## src/rtl/axilite_master_traffic_gen.sv

```systemverilog
`default_nettype none
// ============================================================================
// Module   : axilite_master_traffic_gen
// Brief    : Bounded AXI4-Lite write(/readback) traffic generator with
//            response checking. Readback phase enabled by the macro
//            AXILITE_TRAFFIC_GEN_READBACK_EN.
// Revision : 1.0 - initial release
// ============================================================================
module axilite_master_traffic_gen #(
    parameter int                    ADDR_WIDTH  = 64,
    parameter int                    DATA_WIDTH  = 64,
    parameter logic [ADDR_WIDTH-1:0] BASE_ADDR   = 'h4000_0000,
    parameter logic [ADDR_WIDTH-1:0] ADDR_STRIDE = 8,
    parameter logic [DATA_WIDTH-1:0] DATA_SEED   = '0,
    parameter int                    NUM_TXNS    = 16,
    parameter int                    ERR_WIDTH   = 16
) (
    input  logic                    clk,
    input  logic                    rst,
    input  logic                    start,
    output logic [ADDR_WIDTH-1:0]   m_axi_awaddr,
    output logic                    m_axi_awvalid,
    input  logic                    m_axi_awready,
    output logic [DATA_WIDTH-1:0]   m_axi_wdata,
    output logic [DATA_WIDTH/8-1:0] m_axi_wstrb,
    output logic                    m_axi_wvalid,
    input  logic                    m_axi_wready,
    input  logic [1:0]              m_axi_bresp,
    input  logic                    m_axi_bvalid,
    output logic                    m_axi_bready,
    output logic [ADDR_WIDTH-1:0]   m_axi_araddr,
    output logic                    m_axi_arvalid,
    input  logic                    m_axi_arready,
    input  logic [DATA_WIDTH-1:0]   m_axi_rdata,
    input  logic [1:0]              m_axi_rresp,
    input  logic                    m_axi_rvalid,
    output logic                    m_axi_rready,
    output logic                    busy,
    output logic                    done,
    output logic [ERR_WIDTH-1:0]    error_count
);

    localparam int               IDX_W     = (NUM_TXNS > 1) ? $clog2(NUM_TXNS) : 1;
    localparam logic [IDX_W-1:0] LAST_IDX  = IDX_W'(NUM_TXNS - 1);
    localparam logic [1:0]       RESP_OKAY = 2'b00;
`ifdef AXILITE_TRAFFIC_GEN_READBACK_EN
    localparam bit               READBACK  = 1'b1;
`else
    localparam bit               READBACK  = 1'b0;
`endif

    typedef enum logic [2:0] {
        IDLE    = 3'd0,
        WR_REQ  = 3'd1,
        WR_RESP = 3'd2,
        RD_REQ  = 3'd3,
        RD_RESP = 3'd4,
        DONE    = 3'd5
    } state_t;

    state_t           state;
    state_t           state_next;
    logic [IDX_W-1:0] idx;
    logic             last_idx;
    logic             aw_hs;
    logic             w_hs;
    logic             b_hs;
    logic             ar_hs;
    logic             r_hs;
    logic             wr_both;
    logic             rd_bad;
    logic             err_hit;
    logic             run_end;

    assign aw_hs       = m_axi_awvalid & m_axi_awready;
    assign w_hs        = m_axi_wvalid & m_axi_wready;
    assign b_hs        = m_axi_bvalid & m_axi_bready;
    assign last_idx    = (idx == LAST_IDX);
    assign m_axi_wstrb = '1;
    // A channel counts as finished once its valid has already dropped.
    assign wr_both     = (aw_hs | ~m_axi_awvalid) & (w_hs | ~m_axi_wvalid);

    always_ff @(posedge clk) begin
        if (rst) begin
            state <= IDLE;
        end else begin
            state <= state_next;
        end
    end

    always_comb begin
        state_next = state;
        err_hit    = 1'b0;
        run_end    = 1'b0;
        case (state)
            IDLE, DONE: begin
                if (start) state_next = WR_REQ;
            end
            WR_REQ: begin
                if (wr_both) state_next = WR_RESP;
            end
            WR_RESP: begin
                if (b_hs) begin
                    err_hit = (m_axi_bresp != RESP_OKAY);
                    if (!last_idx) begin
                        state_next = WR_REQ;
                    end else if (READBACK) begin
                        state_next = RD_REQ;
                    end else begin
                        state_next = DONE;
                        run_end    = 1'b1;
                    end
                end
            end
            RD_REQ: begin
                if (ar_hs) state_next = RD_RESP;
            end
            RD_RESP: begin
                if (r_hs) begin
                    err_hit = rd_bad;
                    if (!last_idx) begin
                        state_next = RD_REQ;
                    end else begin
                        state_next = DONE;
                        run_end    = 1'b1;
                    end
                end
            end
            default: state_next = IDLE;
        endcase
    end

    // wdata doubles as the expected read data during the readback phase.
    always_ff @(posedge clk) begin
        if (rst) begin
            m_axi_awvalid <= 1'b0;
            m_axi_wvalid  <= 1'b0;
            m_axi_bready  <= 1'b0;
            m_axi_awaddr  <= BASE_ADDR;
            m_axi_wdata   <= DATA_SEED;
            idx           <= '0;
            busy          <= 1'b0;
            done          <= 1'b0;
            error_count   <= '0;
        end else begin
            if (err_hit && (error_count != '1)) begin
                error_count <= error_count + ERR_WIDTH'(1);
            end
            if (run_end) begin
                busy <= 1'b0;
                done <= 1'b1;
            end
            case (state)
                IDLE, DONE: begin
                    if (start) begin
                        idx           <= '0;
                        error_count   <= '0;
                        done          <= 1'b0;
                        busy          <= 1'b1;
                        m_axi_awvalid <= 1'b1;
                        m_axi_wvalid  <= 1'b1;
                        m_axi_awaddr  <= BASE_ADDR;
                        m_axi_wdata   <= DATA_SEED;
                    end
                end
                WR_REQ: begin
                    if (aw_hs)   m_axi_awvalid <= 1'b0;
                    if (w_hs)    m_axi_wvalid  <= 1'b0;
                    if (wr_both) m_axi_bready  <= 1'b1;
                end
                WR_RESP: begin
                    if (b_hs) begin
                        m_axi_bready <= 1'b0;
                        if (!last_idx) begin
                            idx           <= idx + IDX_W'(1);
                            m_axi_awaddr  <= m_axi_awaddr + ADDR_STRIDE;
                            m_axi_wdata   <= m_axi_wdata + DATA_WIDTH'(1);
                            m_axi_awvalid <= 1'b1;
                            m_axi_wvalid  <= 1'b1;
                        end else begin
                            idx          <= '0;
                            m_axi_awaddr <= BASE_ADDR;
                            m_axi_wdata  <= DATA_SEED;
                        end
                    end
                end
                RD_RESP: begin
                    if (r_hs) begin
                        if (!last_idx) begin
                            idx         <= idx + IDX_W'(1);
                            m_axi_wdata <= m_axi_wdata + DATA_WIDTH'(1);
                        end else begin
                            idx         <= '0;
                            m_axi_wdata <= DATA_SEED;
                        end
                    end
                end
                default: ;
            endcase
        end
    end

`ifdef AXILITE_TRAFFIC_GEN_READBACK_EN
    assign ar_hs  = m_axi_arvalid & m_axi_arready;
    assign r_hs   = m_axi_rvalid & m_axi_rready;
    assign rd_bad = (m_axi_rresp != RESP_OKAY) | (m_axi_rdata != m_axi_wdata);

    always_ff @(posedge clk) begin
        if (rst) begin
            m_axi_arvalid <= 1'b0;
            m_axi_rready  <= 1'b0;
            m_axi_araddr  <= BASE_ADDR;
        end else begin
            case (state)
                WR_RESP: begin
                    if (b_hs && last_idx) begin
                        m_axi_arvalid <= 1'b1;
                        m_axi_araddr  <= BASE_ADDR;
                    end
                end
                RD_REQ: begin
                    if (ar_hs) begin
                        m_axi_arvalid <= 1'b0;
                        m_axi_rready  <= 1'b1;
                    end
                end
                RD_RESP: begin
                    if (r_hs) begin
                        m_axi_rready <= 1'b0;
                        if (!last_idx) begin
                            m_axi_araddr  <= m_axi_araddr + ADDR_STRIDE;
                            m_axi_arvalid <= 1'b1;
                        end
                    end
                end
                default: ;
            endcase
        end
    end
`else
    logic unused_rd_inputs;

    assign ar_hs            = 1'b0;
    assign r_hs             = 1'b0;
    assign rd_bad           = 1'b0;
    assign m_axi_arvalid    = 1'b0;
    assign m_axi_rready     = 1'b0;
    assign m_axi_araddr     = BASE_ADDR;
    assign unused_rd_inputs = ^{m_axi_rdata, m_axi_rresp, m_axi_rvalid, m_axi_arready};
`endif

endmodule
`default_nettype wire

```

## config.mk

```make
export PLATFORM = sky130hd
export DESIGN_NAME = axilite_master_traffic_gen
export DESIGN_NICKNAME = d
export VERILOG_FILES = /design/src/rtl/axilite_master_traffic_gen.sv
export SDC_FILE = /design/constraint.sdc
export NUM_CORES = 1
export LEC_CHECK = 0
export BUFFER_PORTS_ARGS = -buffer_cell sky130_fd_sc_hd__buf_4
export CAP_MARGIN = 20
export CORE_MARGIN = 2
export CORE_UTILIZATION = 47
export CTS_BUF_LIST = sky130_fd_sc_hd__clkbuf_4 sky130_fd_sc_hd__clkbuf_8
export DETAILED_ROUTE_END_ITERATION = 10
export GPL_TIMING_DRIVEN = 1
export HOLD_SLACK_MARGIN = 0.02
export PLACE_DENSITY_LB_ADDON = 0.08
export SYNTH_ARGS = -nofsm -noshare
export SYNTH_HDL_FRONTEND = slang
export SYNTH_SLANG_ARGS = --single-unit
```

## constraint.sdc

```tcl
create_clock -name clk -period 1.9 [get_ports clk]
set_input_delay 0.19 -clock clk [delete_from_list [all_inputs] [get_ports clk]]
set_output_delay 0.19 -clock clk [all_outputs]
set_load 0.03 [all_outputs]
```

==> impl_metrics.csv <==
group,metric,value,unit
critical_path,cp.required,2.31,ns
floorplan,coreArea,0.0171,mm2
layout,final_net_count,1462,
layout,final_util,75.1,%
layout,antenna_cells,0,
pwr,switchingPower,1.93,mW
critical_path,max_stage_delay,0.41,ns
timing,rsz0062_at_grt,"yes",
critical_path,path_buf_inv,3,
clock_tree,cts_buffer_depth,2,
global_routing,grt_overflow,0,
logic_synthesis,yosysSeqAreaShare,37.6,%
critical_path,worstPathCellList,"or2_4 -> nor2_4 -> buf_6 -> buf_4 -> o211ai_1 -> buf_4 -> or4_4 -> a21oi_2",
pwr,p_int,4.99,mW
critical_path,crit_fanout,6,
detailed_routing,via_per_inst,5.50,
logic_synthesis,synth_area,0.00816,mm2
timing,slew_viol_final,0,
status,violations,"setup timing",
placement,numPortBuffers,153,
pwr,leakagePower,5.02,nW
floorplan,core.rowCount,48,
logic_synthesis,ys_ff_latch,153,
pwr,total_power,6.92,mW
floorplan,die_h,136,um
pwr,clkPwrFrac,40.2,%
pwr,ir_worst_vdd,0.000481,V
pwr,seq_power_share,46.0,%
clock_tree,path_clk_slew,0.09,ns
critical_path,cp_top_family,"simple AND/OR/NAND/NOR gates",
global_routing,antenna_found_initial,0,
detailed_routing,vias,8918,
clock_tree,numCtsBuffers,17,
timing,fin_worst_skew,0.0173,ns
pwr,comb_power_share,13.8,%
global_routing,grt_pass1_vias,7764,
logic_synthesis,postSynth.asyncResetShare,0,%
critical_path,cpMostUsedCell,"buf_4",
global_routing,grt_max_degree,27,
critical_path,startpoint_type,"register",
clock_tree,clock_latency,0.47,ns
detailed_routing,routed_wirelength,25800,um
critical_path,crit_type,"reg -> reg",
status,status,"finished with violations",
critical_path,arrival,2.50,ns
logic_synthesis,ys.flop_type,"dfxtp_1",
placement,place_ws,-0.221,ns
pwr,p_sw_share,27.9,%
detailed_routing,ant_nets,0,
detailed_routing,drt-initial-drc-count,560,
floorplan,die-area,0.0184,mm2
clock_tree,cts-root-buf,"clkbuf_8",
worst_hold_path,holdCritPathClass,"in -> reg",
timing,finalHoldViolations,0,
layout,drive_gt1_share,49.2,%
global_routing,grt_pass1_wl,38200,um
logic_synthesis,syn_area_per_cell,8.29,um2
layout,final_common_cell,"buf_4",
timing,setup_viol,77,
logic_synthesis,syn_inst,984,
logic_synthesis,synth.distinct_cells,63,
timing,min_period,2.08,ns
critical_path,endpoint_kind,"register",
layout,syn2layout_area_growth,57.7,%
clock_tree,clock-sinks,153,
detailed_routing,wl_per_cell,15.9,um
logic_synthesis,synth_edf_count,0,
flow_run,drv_cap,0,
clock_tree,cts_tree,"built",
pwr,power_density,538,mW/mm2
timing,setup_slack,-0.184,ns
timing,relSlewSlack,63.4,%
detailed_routing,drt_first_pass_iters,5,
floorplan,io_pins,299,
floorplan,start_util,47.7,%
timing,fin_crit_sh,110,%
logic_synthesis,ys_warn_count,0,
timing,clock.fmax,0.480,GHz
critical_path,critPathSlowestCell,"or4_4",
global_routing,track_usage,25.5,%
clock_tree,cts_max_level,4,
floorplan,die_x,136,um
detailed_routing,drc,0,
placement,routabilityCongestion,0.864,
layout,layout_common_cells,"buf_4, conb_1, nor2_1",
timing,worstMarginPinSlew,0.544,ns
placement,dp_hpwl,17200,um
state kept, by name, summed over array words and instances (netlist names):
name / cells
m_axi_awaddr: 61
m_axi_bready: 1
state: 3
busy: 1
idx: 4
done: 1
m_axi_wdata: 64
m_axi_awvalid: 1
m_axi_wvalid: 1
error_count: 16
what timing repair did:
item                                    4_1_cts  5_1_grt
endpoints found under the hold margin         6        0
cloned                                        0        5
resized for setup                            36      136
endpoints found under the setup margin      111      119
pin swaps                                    28       62
hold buffers                                  5        0
setup buffers                                25       20
metal layers:
| metal | GRT usage [%] | vias up | routed length [um] |
|---|---|---|---|
| met3 | 4.49 | 25 | 1430 |
| met1 | 35.0 | 4332 | 11300 |
| met2 | 41.7 | 273 | 12700 |
| li1 | - | 4288 | - |
| met5 | 0 | - | 0 |
| met4 | 6.19 | 0 | 307 |
metrics by stage:
step	cell area (um2)	hold WS [ns]	cells	TNS, ns
finish	12900	0.132	1620	-6.45
global route	12900	0.154	1620	-14.24
CTS	12100	0.120	1599	-2.40
detailed placement	11200	0.405	1537	-8.60
global placement	11200	0.402	1537	-7.64
floorplan	8870	0.302	1059	-2.81
Yosys cell counts (6+ instances only):
cell / n / area share (%)
a211oi_1: 7 / 0.64
a21oi_1: 97 / 6.0
and3_1: 16 / 1.2
buf_2: 8 / 0.49
buf_4: 78 / 7.2
clkbuf_1: 27 / 1.2
dfxtp_1: 153 / 38
inv_1: 20 / 0.92
nand2_1: 65 / 3.0
nand3_1: 47 / 2.9
nand4_1: 32 / 2.5
nor2_1: 74 / 3.4
nor3_1: 12 / 0.74
nor3b_1: 7 / 0.64
nor4_1: 15 / 1.2
o2111ai_1: 15 / 1.6
o211ai_1: 7 / 0.64
o21ai_0: 51 / 3.1
o31ai_1: 40 / 3.7
or2_2: 6 / 0.46
or3_1: 45 / 3.5
or4_1: 39 / 3.6
xnor2_1: 26 / 2.8
xor2_1: 23 / 2.5
worst min-delay path, stage by stage:
cell     delay [ns]
buf_4          0.12
inv_1          0.04
o21ai_0        0.14
a21oi_1        0.07
kinds of logic (layout without fill, tap and decap cells):
logic type | after synthesis | in the layout | share of synthesized area [%]
simple gates | 393 | 394 | 27.5
compound gates | 242 | 243 | 18.5
flops | 153 | 153 | 37.6
buf+inv | 139 | 473 | 10.3
xor+xnor | 49 | 49 | 5.26
fa+ha+maj | 4 | 4 | 0.614
other cells | 2 | 77 | 0.0921
mux | 2 | 2 | 0.245
worst paths after layout:
path                startpoint          endpoint  slack [ns]  cells after the start
setup / recovery      state[2]  m_axi_awaddr[57]       -0.18                      8
hold / removal    m_axi_bvalid      m_axi_bready        0.13                      4
setup reg to reg      state[2]  m_axi_awaddr[57]       -0.18                      8
hold reg to reg         idx[1]            idx[1]        0.48                      2
power by group through the flow:
stage	sequential, mW	clock, mW	combinational (mW)
CTS	3.18	2.81	0.822
detailed placement	3.26	0	0.778
global route	3.19	2.94	1.00
finish	3.19	2.78	0.955
floorplan	3.30	0	0.593
global placement	3.26	0	0.776
area by class of cell:
class,count,area [um2]
clock buffer,25,319
fill,1277,4250
sequential,153,3290
multi-input combinational,769,5310
tap,225,282
clock inverter,7,115
timing repair buffer,421,3470
inverter,20,75.1
No activity file was read; power rests on OpenSTA's default activity.
